--- src/rtl/ll_multi_fifo.sv ---
// Multi-queue FIFO: NUM_FIFOS linked-list queues plus one free list sharing a DEPTH-entry RAM.
// Define LL_FORMAL_EN to add immediate invariant assertions and a ghost slot-owner map.
module ll_multi_fifo #(
    parameter int WIDTH     = 4,
    parameter int DEPTH     = 4,
    parameter int NUM_FIFOS = 2,
    parameter int PTR_WIDTH = $clog2(DEPTH),
    parameter int SEL_WIDTH = $clog2(NUM_FIFOS),
    parameter int CNT_WIDTH = $clog2(DEPTH + 1)
) (
    input  logic                           clk,
    input  logic                           rst,
    input  logic                           push,
    input  logic [SEL_WIDTH-1:0]           push_sel,
    input  logic [WIDTH-1:0]               data_in,
    input  logic                           pop,
    input  logic [SEL_WIDTH-1:0]           pop_sel,
    output logic [WIDTH-1:0]               data_out,
    output logic [NUM_FIFOS-1:0]           empty,
    output logic                           full,
    output logic [CNT_WIDTH-1:0]           free_count,
    output logic [NUM_FIFOS*CNT_WIDTH-1:0] count_flat,
    output logic                           push_err,
    output logic                           pop_err
);
    localparam int SEL_SPAN = 1 << SEL_WIDTH;

    logic [WIDTH-1:0]     mem      [DEPTH];
    logic [PTR_WIDTH-1:0] nxt_reg  [DEPTH];
    logic [PTR_WIDTH-1:0] head_reg [NUM_FIFOS];
    logic [PTR_WIDTH-1:0] tail_reg [NUM_FIFOS];
    logic [CNT_WIDTH-1:0] count_reg[NUM_FIFOS];
    logic [PTR_WIDTH-1:0] fhead_reg, ftail_reg;
    logic [CNT_WIDTH-1:0] free_count_reg;
    logic                 push_err_reg, pop_err_reg;

    // Views padded to the full select range so out-of-range selects read as invalid/empty.
    logic [SEL_SPAN-1:0]  sel_valid, empty_ext;
    logic [PTR_WIDTH-1:0] head_ext [SEL_SPAN];
    logic [PTR_WIDTH-1:0] tail_ext [SEL_SPAN];
    logic [CNT_WIDTH-1:0] count_ext[SEL_SPAN];

    generate
        for (genvar gi = 0; gi < SEL_SPAN; gi++) begin : g_sel
            if (gi < NUM_FIFOS) begin : g_q
                assign sel_valid[gi] = 1'b1;
                assign empty_ext[gi] = (count_reg[gi] == '0);
                assign head_ext[gi]  = head_reg[gi];
                assign tail_ext[gi]  = tail_reg[gi];
                assign count_ext[gi] = count_reg[gi];
                assign empty[gi]     = empty_ext[gi];
                assign count_flat[gi*CNT_WIDTH +: CNT_WIDTH] = count_reg[gi];
            end else begin : g_pad
                assign sel_valid[gi] = 1'b0;
                assign empty_ext[gi] = 1'b1;
                assign head_ext[gi]  = '0;
                assign tail_ext[gi]  = '0;
                assign count_ext[gi] = '0;
            end
        end
    endgenerate

    logic                 push_ok, pop_ok, push_into_empty, pop_single, free_one;
    logic                 free_link;
    logic [PTR_WIDTH-1:0] alloc_slot, pop_slot, push_tail;

    assign full            = (free_count_reg == '0);
    assign push_ok         = push & ~full & sel_valid[push_sel];
    assign pop_ok          = pop & sel_valid[pop_sel] & ~empty_ext[pop_sel];
    assign alloc_slot      = fhead_reg;
    assign pop_slot        = head_ext[pop_sel];
    assign push_tail       = tail_ext[push_sel];
    assign push_into_empty = empty_ext[push_sel];
    assign pop_single      = (count_ext[pop_sel] == CNT_WIDTH'(1));
    assign free_one        = (free_count_reg == CNT_WIDTH'(1));
    // Only link behind ftail when ftail still names a live free-list entry after this edge.
    assign free_link       = pop_ok & ~full & ~(push_ok & free_one);

    assign data_out   = mem[pop_slot];
    assign free_count = free_count_reg;
    assign push_err   = push_err_reg;
    assign pop_err    = pop_err_reg;

    always_ff @(posedge clk) begin
        if (!rst && push_ok) begin
            mem[alloc_slot] <= data_in;
        end
    end

    always_ff @(posedge clk) begin
        if (rst) begin
            for (int i = 0; i < DEPTH; i++) begin
                nxt_reg[i] <= PTR_WIDTH'(i + 1);
            end
            for (int q = 0; q < NUM_FIFOS; q++) begin
                head_reg[q]  <= '0;
                tail_reg[q]  <= '0;
                count_reg[q] <= '0;
            end
            fhead_reg      <= '0;
            ftail_reg      <= PTR_WIDTH'(DEPTH - 1);
            free_count_reg <= CNT_WIDTH'(DEPTH);
            push_err_reg   <= 1'b0;
            pop_err_reg    <= 1'b0;
        end else begin
            push_err_reg <= push & ~push_ok;
            pop_err_reg  <= pop & ~pop_ok;

            if (push_ok && !push_into_empty) begin
                nxt_reg[push_tail] <= alloc_slot;
            end
            if (free_link) begin
                nxt_reg[ftail_reg] <= pop_slot;
            end

            // A freed slot becomes fhead whenever the free list would otherwise be stale.
            if (push_ok && pop_ok && free_one) begin
                fhead_reg <= pop_slot;
            end else if (push_ok) begin
                fhead_reg <= nxt_reg[alloc_slot];
            end else if (pop_ok && full) begin
                fhead_reg <= pop_slot;
            end
            if (pop_ok) begin
                ftail_reg <= pop_slot;
            end
            free_count_reg <= free_count_reg + CNT_WIDTH'(pop_ok) - CNT_WIDTH'(push_ok);

            for (int q = 0; q < NUM_FIFOS; q++) begin
                if (push_ok && push_sel == SEL_WIDTH'(q)) begin
                    tail_reg[q] <= alloc_slot;
                    if (push_into_empty) begin
                        head_reg[q] <= alloc_slot;
                    end
                end
                if (pop_ok && pop_sel == SEL_WIDTH'(q)) begin
                    // nxt of a single-entry head is not yet linked to the slot pushed this cycle.
                    if (push_ok && push_sel == pop_sel && pop_single) begin
                        head_reg[q] <= alloc_slot;
                    end else begin
                        head_reg[q] <= nxt_reg[pop_slot];
                    end
                end
                count_reg[q] <= count_reg[q]
                              + CNT_WIDTH'(push_ok && push_sel == SEL_WIDTH'(q))
                              - CNT_WIDTH'(pop_ok && pop_sel == SEL_WIDTH'(q));
            end
        end
    end

`ifdef LL_FORMAL_EN
    logic [SEL_WIDTH:0] owner_reg [DEPTH];
    logic               check_en_reg;
    logic               env_push_bad_reg, env_pop_bad_reg;
    int                 owned [NUM_FIFOS];
    int                 total_count;

    always_ff @(posedge clk) begin
        if (rst) begin
            for (int i = 0; i < DEPTH; i++) begin
                owner_reg[i] <= (SEL_WIDTH+1)'(NUM_FIFOS);
            end
            check_en_reg     <= 1'b1;
            env_push_bad_reg <= 1'b0;
            env_pop_bad_reg  <= 1'b0;
        end else begin
            if (push_ok) owner_reg[alloc_slot] <= {1'b0, push_sel};
            if (pop_ok)  owner_reg[pop_slot]   <= (SEL_WIDTH+1)'(NUM_FIFOS);
            env_push_bad_reg <= push & (full | ~sel_valid[push_sel]);
            env_pop_bad_reg  <= pop & (~sel_valid[pop_sel] | empty_ext[pop_sel]);
        end
    end

    always_comb begin
        total_count = 0;
        for (int q = 0; q < NUM_FIFOS; q++) begin
            owned[q] = 0;
            total_count = total_count + int'(count_reg[q]);
            for (int i = 0; i < DEPTH; i++) begin
                if (owner_reg[i] == (SEL_WIDTH+1)'(q)) owned[q] = owned[q] + 1;
            end
        end
    end

    always @(posedge clk) begin
        if (check_en_reg === 1'b1 && !rst) begin
            assert (int'(free_count_reg) + total_count == DEPTH);
            assert (push_err_reg == env_push_bad_reg);
            assert (pop_err_reg == env_pop_bad_reg);
            for (int q = 0; q < NUM_FIFOS; q++) begin
                assert (empty[q] == (count_reg[q] == '0));
                assert (count_reg[q] == '0
                        || ((head_reg[q] == tail_reg[q]) == (count_reg[q] == CNT_WIDTH'(1))));
                assert (owned[q] == int'(count_reg[q]));
            end
        end
    end
`endif

endmodule

--- config.mk ---
export PLATFORM = sky130hd
export DESIGN_NAME = ll_multi_fifo
export DESIGN_NICKNAME = d
export VERILOG_FILES = /design/src/rtl/ll_multi_fifo.sv
export SDC_FILE = /design/constraint.sdc
export NUM_CORES = 1
export LEC_CHECK = 0
export CORE_ASPECT_RATIO = 1.1
export CORE_UTILIZATION = 32
export CTS_BUF_LIST = sky130_fd_sc_hd__clkbuf_8
export DETAILED_ROUTE_END_ITERATION = 10
export SLEW_MARGIN = 40
export SYNTH_ARGS = -nofsm -noshare
export SYNTH_HDL_FRONTEND = slang
export SYNTH_SLANG_ARGS = --single-unit
--- constraint.sdc ---
create_clock -name clk -period 8.2 [get_ports clk]
set_input_delay 1.23 -clock clk [delete_from_list [all_inputs] [get_ports clk]]
set_output_delay 1.23 -clock clk [all_outputs]
set_load 0.02 [all_outputs]
==> impl_metrics.toml, run 1 <==
[worst_setup_path]
path_max_fanout = 22
cp.arrival_ns = 3.35
path_buf_inv = 3
critPathMaxStageDelay_ns = 0.65
path_class = "input pin to output pin"
cp.required_ns = 6.97
cp_common_cell = "clkdlybuf4s50_1"
critPathCaptureType = "output pin"
cpMaxStageDelayCell = "clkdlybuf4s50_1"
crit_chain = "clkdlybuf4s50_1 > mux2i_2 > buf_4 > nor2b_1 > a211oi_1 > a21oi_1 > clkdlybuf4s50_1"
crit_family = "buffers and inverters"
critPathLaunchType = "input pin"

[final_layout]
stdcell_area_um2 = 3190
largest_reg_flops = 16
drive_above_1_share = 0.133
seq_area_um2 = 1300
multi_input_area_um2 = 1280
n_antenna_cell = 0
fillers = 782
nNetsFinal = 274
synthToLayoutAreaGrowth_pct = 18.3

[sta]
finalCritPeriodShare = 0.559
finalCriticalPeriod_ns = 4.58
rsz0062_at_grt = "false"
whs_ns = 0.553
clock_skew_ns = 0.0117
slew_headroom = 0.535
finalHoldViolations = 0
setup_tns_ns = 0
timing_worst_slew_pin_value_ns = 0.688
setup_viol = 0
slew_violations = 0
max_freq_mhz = 218

[power]
switching_share = 0.367
p_int_uw = 613
pwr_density_cell_nw_per_um2 = 303
power.total_uw = 968
ir_drop_mv = 0.147
power_switching_uw = 355
combPwrFrac = 0.408
p_seq_frac = 0.376
p_leak_nw = 1.19
p_clk_frac = 0.216

[global_routing]
overflow = 0
grt_pass1_wl_um = 9470
grt_use_total = 0.145
grt_max_degree = 28
grt_pass1_vias = 1858
grt_antenna_before_repair = 0

[synth]
synth_area_per_cell_um2 = 11.7
async_reset_ff_frac = 0
synth_area_leaders = "edfxtp_1 36%, dfxtp_1 13%, mux2i_1 8.2%"
syn_area_um2 = 2700
ys_ff_latch = 49
syn_inst = 230
synth_largest_area_cell = "edfxtp_1"
synthDistinctLibCells = 53
synth-seq-area-share = 0.482
yosysWarnings = 0
ys.flop_type = "edfxtp_1"
synth_edf_count = 32
synth_fp_nets = 250
synth_top_area_frac = 0.356

[clocking]
cts_sinks = 49
cts_buffer_depth = 2
cts_made_buffers = 5
path_clk_slew_ns = 0.10
cts_resized = 0
htreeDepth = 2
cts_tree = "built"
cts_root_buf = "clkbuf_8"
post_cts_buffers = 0
clock_latency_ns = 0.31
cts_hold_buf = 0

[detailed_routing]
viasPerCell = 5.13
drtIter0Drc = 92
wl_per_cell_um = 15.6
num_vias = 1862
wl_um = 5660
firstDrtPassIters = 4
ant_nets = 0
drc_errors = 0

[floorplan]
core_um2 = 8040
die_area_um2 = 8810
start_util = 0.336
placementRows = 34
io_pins = 28
die_w_um = 89.6
fp.dieH_um = 98.3

[place]
gp_congestion = 0.780
dp_hpwl_um = 4220
io_buffers = 27
post_dp_cell_area_um2 = 3060

[flow_run]
cap_viol_max_count = 0

[status]
status = "complete, no violations"

[worst_hold_path]
hold_path_class = "flop to flop"
-- cell usage after synthesis (3+ instances only) --
cell / n
a211o_1: 5
a211oi_1: 4
a21oi_1: 9
buf_2: 3
clkbuf_1: 6
dfxtp_1: 17
edfxtp_1: 32
fa_1: 3
ha_1: 7
inv_1: 13
mux2_2: 4
mux2i_1: 22
nand2_1: 6
nand2b_1: 8
nor2_1: 14
nor2b_1: 11
nor3_1: 8
nor4_1: 4
or2_2: 3
or3_1: 3
xnor2_1: 4
-- final timing paths --
check             startpoint             to  slack (ns)  cells past startpoint
min reg2reg     ftail_reg[1]   ftail_reg[1]        0.55                      1
min             ftail_reg[1]   ftail_reg[1]        0.55                      1
max                  pop_sel    data_out[1]        3.62                      7
max reg2reg  count_reg[0][5]  free_count[2]        5.45                      9
-- area by class of cell --
class	instances	area share
Clock buffer	5	0.0216
Tap cell	108	0.0423
Clock inverter	3	0.0216
Sequential cell	49	0.408
Inverter	13	0.0153
Multi-Input combinational cell	155	0.400
Timing Repair Buffer	30	0.0917
-- stage by stage --
step / std cells / setup slack [ns] / utilization
6_report: 363 / 3.62 / 0.397
5_1_grt: 363 / 3.46 / 0.397
4_1_cts: 363 / 3.61 / 0.397
3_5_place_dp: 355 / 3.61 / 0.380
3_3_place_gp: 355 / 3.64 / 0.380
2_1_floorplan: 230 / 4.41 / -
-- layout by cell type (no fill, tap or decap), drive strengths merged, types with 3 or more instances in the layout --
master         instances
or4                    3
mux2i                 22
clkdlybuf4s50         27
fa                     3
nand3                  3
or2                    3
inv                   14
buf                    3
nor3                   9
nor2b                 11
nor4                   6
a21oi                  9
a211o                  5
a211oi                 5
nand2b                 8
dfxtp                 17
ha                     7
nor2                  14
edfxtp                32
or3                    3
xnor2                  4
nand2                  7
clkbuf                 5
mux2                   4
-- routing by layer --
| metal | GRT usage | part of all wire | up-vias |
|---|---|---|---|
| met1 | 0.198 | 0.45 | 918 |
| met3 | 0.0321 | 0.047 | 10 |
| met5 | 0 | 0 | - |
| met4 | 0.0598 | 0.024 | 0 |
| li1 | - | - | 897 |
| met2 | 0.220 | 0.48 | 37 |
-- logic make-up after synthesis --
| group | share of synthesized area |
|---|---|
| adder cells (fa/ha/maj) | 0.0547 |
| multiplexers | 0.115 |
| buffers and inverters | 0.0459 |
| flip-flops | 0.482 |
| XOR/XNOR | 0.0195 |
| AND/OR/NAND/NOR | 0.178 |
| AO/OA/AOI/OAI | 0.105 |
-- power by group through the flow --
stage | Sequential [mW] | Combinational [mW] | Clock, mW
floorplan | 0.373 | 0.265 | 0
detailed placement | 0.370 | 0.397 | 0
finish | 0.364 | 0.395 | 0.209
global placement | 0.369 | 0.396 | 0
CTS | 0.365 | 0.400 | 0.211
global route | 0.372 | 0.439 | 0.219
No activity file was read; power rests on OpenSTA's default activity.
==> inputs of run 2 (changes only) <==
clock period = 3.85 ns   (was 8.2 ns; I/O delays follow)
==> run 2 against run 1 <==
Effect of this change: hold slack worse by 0.010 ns; flip-flop and latch count stayed put; largest power group unchanged; largest cell class unchanged; critical path type unchanged; global-route usage is 0.84 points lower; power grew 110%.
==> impl_metrics.toml, run 2 (synthesis results as in run 1) <==
[status]
status = "complete, no violations"

[power]
p_leak_nw = 1.20
power.total_mw = 2.06
switching_share = 0.364
p_clk_frac = 0.211
power_switching_uw = 748
p_seq_frac = 0.374
ir_drop_mv = 0.220
p_int_mw = 1.31
pwr_density_cell_nw_per_um2 = 641
combPwrFrac = 0.415

[worst_setup_path]
path_max_fanout = 22
rrSetupSlack_ns = 1.12
critPathCaptureType = "output pin"
cpMaxStageDelayCell = "clkdlybuf4s50_1"
critPathMaxStageDelay_ns = 0.54
ff2ff_path_depth = 9
cp.required_ns = 3.27
reg2reg_to = "free_count[2]"
critPathLaunchType = "input pin"
crit_chain = "clkdlybuf4s50_1 > buf_4 > mux2i_2 > buf_4 > nor2b_1 > a211oi_1 > a21oi_1 > clkdlybuf4s50_1"
path_class = "input pin to output pin"
cp.arrival_ns = 2.74
regToRegStartpoint = "count_reg[0][4]"

[floorplan]
io_pins = 28
start_util = 0.336
die_w_um = 89.6
die_area_um2 = 8810
placementRows = 34
fp.dieH_um = 98.3
core_um2 = 8040

[place]
dp_hpwl_um = 4130
dpl.cell_count = 357
io_buffers = 27
gp_congestion = 0.780

[detailed_routing]
ant_nets = 0
wl_met3_um = 192
top_layer = "met4"
num_vias = 1866
drc_errors = 0
wl_um = 5540
met2_length_um = 2690
drtIter0Drc = 155
firstDrtPassIters = 4
viasPerCell = 5.11
wl_met1_um = 2520
wl_per_cell_um = 15.2

[clocking]
cts_hold_buf = 0
post_cts_buffers = 0
path_clk_slew_ns = 0.09
cts_made_buffers = 5
cts_root_buf = "clkbuf_8"
cts_sinks = 49
cts_tree = "built"
htreeDepth = 2
cts_resized = 0
cts_buffer_depth = 2
clock_latency_ns = 0.31

[global_routing]
grt_pass1_wl_um = 8970
overflow = 0
grt_pass1_vias = 1766
grt_max_degree = 23
grt_antenna_before_repair = 0
grt_use_total = 0.137

[final_layout]
largest_reg_flops = 16
nNetsFinal = 276
final_cell_mix = "32 x edfxtp_1, 27 x clkdlybuf4s50_1, 21 x mux2i_1"
synthToLayoutAreaGrowth_pct = 18.9
drive_above_1_share = 0.140
fin_cells = 365
final_util = 0.399
layout_commonest_cell = "edfxtp_1"
n_antenna_cell = 0

[worst_hold_path]
hold_depth = 1
hp-start = "ftail_reg[0]"
hold_end = "ftail_reg[0]"
hold_path_class = "flop to flop"

[flow_run]
cap_viol_max_count = 0

[sta]
timing_worst_slew_pin_value_ns = 0.712
slew_headroom = 0.522
whs_ns = 0.543
setup_viol = 0
max_freq_mhz = 302
rsz0062_at_grt = "false"
finalCriticalPeriod_ns = 3.32
slew_violations = 0
setup_tns_ns = 0
finalCritPeriodShare = 0.861
finalHoldViolations = 0
clock_skew_ns = 0.0114
==> run 2: cell count changes in the layout (fill, tap and decap cells not counted), sizes merged <==
cell,delta
buf,+2
==> run 2: how the worst max path moves through the flow <==
stage | from | to | slack, ns
after global routing | pop_sel | data_out[0] | 0.39
after global placement | pop_sel | free_count[2] | 0.51
final | pop_sel | data_out[3] | 0.53
after detailed placement | pop_sel | free_count[2] | 0.47
after floorplan | pop_sel | free_count[2] | 1.0
after CTS | pop_sel | data_out[0] | 0.50
==> run 2: worst max-delay path: cells and delay by family <==
family	cells	cell delay (ns)
buffers and inverters	4	1.56
AO/OA/AOI/OAI	2	0.31
multiplexers	1	0.20
AND/OR/NAND/NOR	1	0.08
==> run 2: metrics by stage <==
step                      setup slack (ns)  cell area (µm²)
after floorplan                      0.999             2700
after detailed placement             0.474             3070
after global routing                 0.394             3210
final                                0.534             3210
after global placement               0.514             3070
after CTS                            0.501             3210
==> run 2: power by group through the flow <==
| stage | clock network, mW | registers [mW] | logic [mW] |
|---|---|---|---|
| floorplan | 0 | 0.795 | 0.565 |
| global placement | 0 | 0.784 | 0.846 |
| detailed placement | 0 | 0.780 | 0.857 |
| CTS | 0.445 | 0.770 | 0.864 |
| global route | 0.468 | 0.786 | 0.931 |
| finish | 0.434 | 0.768 | 0.853 |
==> run 2: final cells by class <==
class	instances	area (µm²)
Inverter	13	48.8
Clock inverter	3	68.8
Multi-Input combinational cell	155	1280
Tap cell	108	135
Timing Repair Buffer	32	308
Clock buffer	5	68.8
Fill cell	774	4830
Sequential cell	49	1300
==> run 2: layer usage <==
metal,track usage,vias to the layer above
met5,0,-
met4,0.0647,0
met3,0.0304,12
met2,0.212,40
met1,0.179,908
li1,-,906
